[src/rtl/mips_loader_pkg.sv]
// -----------------------------------------------------------------------------
// Module : mips_loader_pkg
// Brief  : Shared types and constants for the program loader.
// Rev    : 1.0
// -----------------------------------------------------------------------------
`default_nettype none

package mips_loader_pkg;

    typedef enum logic [2:0] {
        IDLE   = 3'd0,
        LEN_HI = 3'd1,
        LEN_LO = 3'd2,
        DATA   = 3'd3,
        CHECK  = 3'd4,
        DONE   = 3'd5,
        ERROR  = 3'd6
    } loader_state_t;

    localparam logic [7:0] SYNC_BYTE = 8'hA5;
    localparam int         LEN_W     = 16;

endpackage

`default_nettype wire

[src/rtl/program_loader.sv]
// -----------------------------------------------------------------------------
// Module : program_loader
// Brief  : Framed byte-stream loader that fills program memory and holds the
//          core in reset until a load completes with a good checksum.
// Rev    : 1.0
// -----------------------------------------------------------------------------
`default_nettype none

module program_loader
    import mips_loader_pkg::*;
#(
    parameter int          MEMORY_DEPTH   = 512,
    parameter logic [31:0] BASE_ADDR      = 32'h0040_0000,
    parameter int          TIMEOUT_CYCLES = 1000000,
    parameter bit          BOOT_HOLD      = 1'b1
) (
    input  logic        clk,
    input  logic        reset,
    input  logic [7:0]  byte_data,
    input  logic        byte_valid,
    output logic        byte_ready,
    output logic        imem_we,
    output logic [31:0] imem_addr,
    output logic [31:0] imem_wdata,
    output logic        cpu_hold,
    output logic        load_done,
    output logic        load_error
);

    localparam logic [31:0] c_DEPTH        = 32'(MEMORY_DEPTH);
    localparam logic [31:0] c_TIMEOUT_LAST = 32'(TIMEOUT_CYCLES - 1);

    loader_state_t      r_state;
    loader_state_t      w_next;
    logic [LEN_W-1:0]   r_count;
    logic [LEN_W-1:0]   r_word_idx;
    logic [1:0]         r_byte_cnt;
    logic [23:0]        r_asm;
    logic [7:0]         r_sum;
    logic [31:0]        r_timer;
    logic               r_we;
    logic [31:0]        r_addr;
    logic [31:0]        r_wdata;
    logic               r_hold;
    logic               r_done;
    logic               r_error;

    logic               w_accept;
    logic               w_timed;
    logic               w_timeout;
    logic [LEN_W-1:0]   w_len;
    logic               w_last_byte;
    logic               w_last_word;

    // The only stall is the write cycle, so a byte can never be taken then.
    assign byte_ready  = ~r_we;
    assign imem_we     = r_we;
    assign imem_addr   = r_addr;
    assign imem_wdata  = r_wdata;
    assign cpu_hold    = r_hold;
    assign load_done   = r_done;
    assign load_error  = r_error;

    assign w_accept    = byte_valid & byte_ready;
    assign w_timed     = (r_state == LEN_HI) || (r_state == LEN_LO) ||
                         (r_state == DATA)   || (r_state == CHECK);
    assign w_timeout   = w_timed & ~w_accept & (r_timer == c_TIMEOUT_LAST);
    assign w_len       = {r_count[15:8], byte_data};
    assign w_last_byte = (r_byte_cnt == 2'd3);
    assign w_last_word = (r_word_idx == r_count - 16'd1);

    always_ff @(posedge clk or negedge reset) begin
        if (!reset) begin
            r_state <= IDLE;
        end else begin
            r_state <= w_next;
        end
    end

    always_comb begin
        w_next = r_state;
        if (w_timeout) begin
            w_next = ERROR;
        end else if (w_accept) begin
            case (r_state)
                IDLE, DONE, ERROR: if (byte_data == SYNC_BYTE) w_next = LEN_HI;
                LEN_HI:            w_next = LEN_LO;
                LEN_LO: begin
                    if (32'(w_len) > c_DEPTH)    w_next = ERROR;
                    else if (w_len == 16'd0)     w_next = CHECK;
                    else                         w_next = DATA;
                end
                DATA:  if (w_last_byte && w_last_word) w_next = CHECK;
                CHECK: w_next = (byte_data == r_sum) ? DONE : ERROR;
                default: w_next = IDLE;
            endcase
        end
    end

    always_ff @(posedge clk or negedge reset) begin
        if (!reset) begin
            r_count    <= '0;
            r_word_idx <= '0;
            r_byte_cnt <= '0;
            r_asm      <= '0;
            r_sum      <= '0;
            r_timer    <= '0;
            r_we       <= 1'b0;
            r_addr     <= BASE_ADDR;
            r_wdata    <= '0;
            r_hold     <= BOOT_HOLD;
            r_done     <= 1'b0;
            r_error    <= 1'b0;
        end else begin
            r_we <= 1'b0;

            if (w_timed && !w_accept && !w_timeout) r_timer <= r_timer + 32'd1;
            else                                    r_timer <= '0;

            if (w_accept) begin
                case (r_state)
                    LEN_HI: r_count[15:8] <= byte_data;
                    LEN_LO: begin
                        r_count[7:0] <= byte_data;
                        r_word_idx   <= '0;
                        r_byte_cnt   <= '0;
                        r_sum        <= '0;
                    end
                    DATA: begin
                        r_asm      <= {r_asm[15:0], byte_data};
                        r_sum      <= r_sum + byte_data;
                        r_byte_cnt <= r_byte_cnt + 2'd1;
                        if (w_last_byte) begin
                            r_we    <= 1'b1;
                            r_addr  <= BASE_ADDR + {14'd0, r_word_idx, 2'b00};
                            r_wdata <= {r_asm, byte_data};
                            if (!w_last_word) r_word_idx <= r_word_idx + 16'd1;
                        end
                    end
                    default: ;
                endcase
            end

            // Status flags change only on entry to the states that own them.
            if (w_next != r_state) begin
                case (w_next)
                    LEN_HI: begin
                        r_hold  <= 1'b1;
                        r_done  <= 1'b0;
                        r_error <= 1'b0;
                    end
                    DONE: begin
                        r_hold <= 1'b0;
                        r_done <= 1'b1;
                    end
                    ERROR: begin
                        r_hold  <= 1'b1;
                        r_error <= 1'b1;
                    end
                    default: ;
                endcase
            end
        end
    end

endmodule

`default_nettype wire
[config.mk]
export PLATFORM = sky130hd
export DESIGN_NAME = program_loader
export DESIGN_NICKNAME = d
export VERILOG_FILES = /design/src/rtl/mips_loader_pkg.sv /design/src/rtl/program_loader.sv
export SDC_FILE = /design/constraint.sdc
export NUM_CORES = 1
export LEC_CHECK = 0
export CAP_MARGIN = 5
export CORE_AREA = 10 10 181 98
export CTS_CLUSTER_SIZE = 40
export DETAILED_ROUTE_END_ITERATION = 8
export DIE_AREA = 0 0 191 108
export PLACE_DENSITY = 0.78
export SYNTH_ARGS = -nofsm -noshare
export SYNTH_HDL_FRONTEND = slang
export SYNTH_SLANG_ARGS = --single-unit
[constraint.sdc]
create_clock -name clk -period 4 [get_ports clk]
set_input_delay 0.4 -clock clk [delete_from_list [all_inputs] [get_ports clk]]
set_output_delay 0.4 -clock clk [all_outputs]
set_load 0.01 [all_outputs]
==> results.tsv <==
metric	value	unit
hold_path_class	primary input to async pin	
min_period_over_period	0.880	
synth_seq_cells	153	
clk_latency	0.43	ns
synthArstFlopShare	1.00	
synth.top_cells.by_count	dfrtp_1 (152), mux2_2 (80), nand2_1 (67), nor2_1 (66), xnor2_1 (30)	
crit_required	4.31	ns
hold-worst-slack	0.0652	ns
maxSlewViolCount	0	
postRouteAntennaNets	0	
reg2reg_depth	10	
place_inst	983	
initial_utilization	0.529	
yosysMostFrequentCell	dfrtp_1	
path_max_fanout	6	
drt_iter0_drc	661	
yosys.area.top_type_share	0.484	
dieArea	20600	um2
ios	80	
fp.dieH	108	um
setup_viol	0	
drv_cap	0	
avgSynthCellArea	10.6	um2
critPathKind	flop to flop	
p_leak	4.03	nW
synth-edff-count	0	
slew-limit-headroom	0.357	
grt_max_degree	107	
syn_area	7860	um2
cp.arrival	3.83	ns
gp_congestion	0.891	
multiInputGateArea	3710	um2
viasPerCell	5.83	
fin_area	9220	um2
synth_largest_area_cell	dfrtp_1	
cts.clk_slew.worst_paths	0.08	ns
n_fill_cell	1175	
clockBufferDepth	2	
cts_tree	done	
fin_nets	821	
ys.warnings.count	0	
num_rows	32	
regToRegSetupSlack	0.48	ns
setup-tns-final	0	ns
ys_types	73	
cts_buffers	17	
start_kind	flop	
dpl-instance-area	8610	um2
core_area	14900	um2
synth_flop_cell	dfrtp_1	
wl_per_cell	20.0	um
power_density	624	nW/um2
status	complete, no violations	
ir_worst_vdd	0.320	mV
numClockSinks	153	
grt_pass1_vias	5802	
skew	0.0160	ns
h-tree-depth	4	
first_pass_iters	7	
cts_setup_buffers	0	
drc_errors	0	
p_total	0.00575	W
r2r-end	load_done$_DFFE_PN0P_	
layout-drive-gt1-share	0.191	
hold_buffers	0	
end_kind	flop	
max_slew.worst_pin.slew	0.965	ns
cts-root-buf	clkbuf_16	
synthTopCellsByArea	dfrtp_1 (48%), mux2_2 (11%), xnor2_1 (3.3%)	
die_w	191	um
grt_overflow_total	0	
grt_usage	0.201	
vias	5914	
syn2layout_area_growth	17.3	%
ys_seq_area_frac	0.487	
grt_pass1_wl	32900	um
antenna_found_initial	1	
fmax	284	MHz
io_buffers	63	
seq_area	3830	um2
finalCriticalPeriod	3.52	ns
rsz0062_at_grt	no	
fin_cells	1015	
diodes	0	
wl	20300	um
r2r-start	r_count[0]$_DFFE_PN0P_	
synthCells	741	
ctsResizeCount	0	
hpwl	14500	um
hold_viol	0	
## through the flow
step,utilization,setup slack (ns)
2_1_floorplan,-,0.884
3_3_place_gp,0.579,0.627
3_5_place_dp,0.579,0.536
4_1_cts,0.621,0.517
5_1_grt,0.621,0.259
6_report,0.621,0.480
## where the power goes
| part | switching (W) | total [W] | internal (W) |
|---|---|---|---|
| clock | 0.000793 | 0.00165 | 0.000852 |
| sequential | 0.000444 | 0.00232 | 0.00187 |
| combinational | 0.000980 | 0.00179 | 0.000808 |
## per-layer routing
layer,global-route usage,part of all wire,routed length (um)
met2,0.269,0.41,8310
met3,0.0684,0.099,2020
met4,0.0430,0.0082,167
met5,0,0.00088,18
met1,0.302,0.48,9830
## layout make-up
class | instances | share of cell area
clock buffers | 17 | 0.0462
well taps | 204 | 0.0277
flip-flops and latches | 153 | 0.416
inverters | 16 | 0.00652
clock inverters | 15 | 0.0202
repair buffers | 77 | 0.0813
multi-input cells | 533 | 0.403
## flip-flops by register name (all words and copies together), names as in the netlist
name,count
cpu_hold,1
imem_we,1
r_state,3
r_word_idx,16
load_done,1
r_byte_cnt,2
imem_addr,16
imem_wdata,32
r_count,16
r_timer,32
load_error,1
r_sum,8
r_asm,24
## placed cells by master, fill, tap and decap left out, drive strengths merged, types with 3 or more instances in the layout
| cell type | instances |
|---|---|
| buf | 15 |
| or2 | 6 |
| clkbuf | 17 |
| a21oi | 22 |
| o211ai | 6 |
| o21bai | 3 |
| dfrtp | 152 |
| a31oi | 4 |
| xnor2 | 30 |
| ha | 11 |
| mux2i | 3 |
| nand4 | 16 |
| inv | 23 |
| nand3 | 19 |
| xor2 | 27 |
| clkdlybuf4s50 | 62 |
| and2 | 9 |
| nor2 | 66 |
| nor2b | 8 |
| o31ai | 4 |
| a21o | 3 |
| o21ai | 31 |
| and3 | 12 |
| nor4 | 12 |
| or4 | 10 |
| nand2b | 3 |
| mux2 | 81 |
| or3 | 13 |
| nand2 | 67 |
| a211oi | 3 |
| nor3 | 16 |
| conb | 16 |
| clkinv | 8 |
## worst max-delay path, cell delays in order, from the launching register on
cell and delay [ns]:
dfrtp_1 0.44, inv_1 0.10, ha_1 0.21, nor4b_2 0.49, nand2_1 0.19, o41a_2 0.50, a2111oi_4 0.61, mux2i_1 0.14
o21a_2 0.27, o211ai_1 0.11, mux2_1 0.33
## logic make-up (layout without fill, tap and decap cells)
| family | count (synthesis) | after routing | share of synthesized area |
|---|---|---|---|
| adders and majority gates | 12 | 12 | 0.0201 |
| buffers and inverters | 69 | 125 | 0.0479 |
| AOI/OAI and AO/OA | 96 | 96 | 0.0826 |
| xor gates and xnor gates | 57 | 57 | 0.0635 |
| and+or+nand+nor | 268 | 268 | 0.178 |
| other | 2 | 16 | 0.000955 |
| DFF | 153 | 153 | 0.487 |
| muxes | 84 | 84 | 0.120 |
## worst max path at each step
stage / start / slack, ns / end / cells after the start
after floorplan: r_count[0]$_DFFE_PN0P_ / 0.88 / load_done$_DFFE_PN0P_ / 11
after global placement: r_count[0]$_DFFE_PN0P_ / 0.63 / load_done$_DFFE_PN0P_ / 11
after detailed placement: r_count[0]$_DFFE_PN0P_ / 0.54 / load_done$_DFFE_PN0P_ / 11
after CTS: r_count[0]$_DFFE_PN0P_ / 0.52 / load_done$_DFFE_PN0P_ / 11
after global routing: r_count[0]$_DFFE_PN0P_ / 0.26 / load_done$_DFFE_PN0P_ / 10
final: r_count[0]$_DFFE_PN0P_ / 0.48 / load_done$_DFFE_PN0P_ / 10
Note: power is estimated with default switching activity, not from simulation.
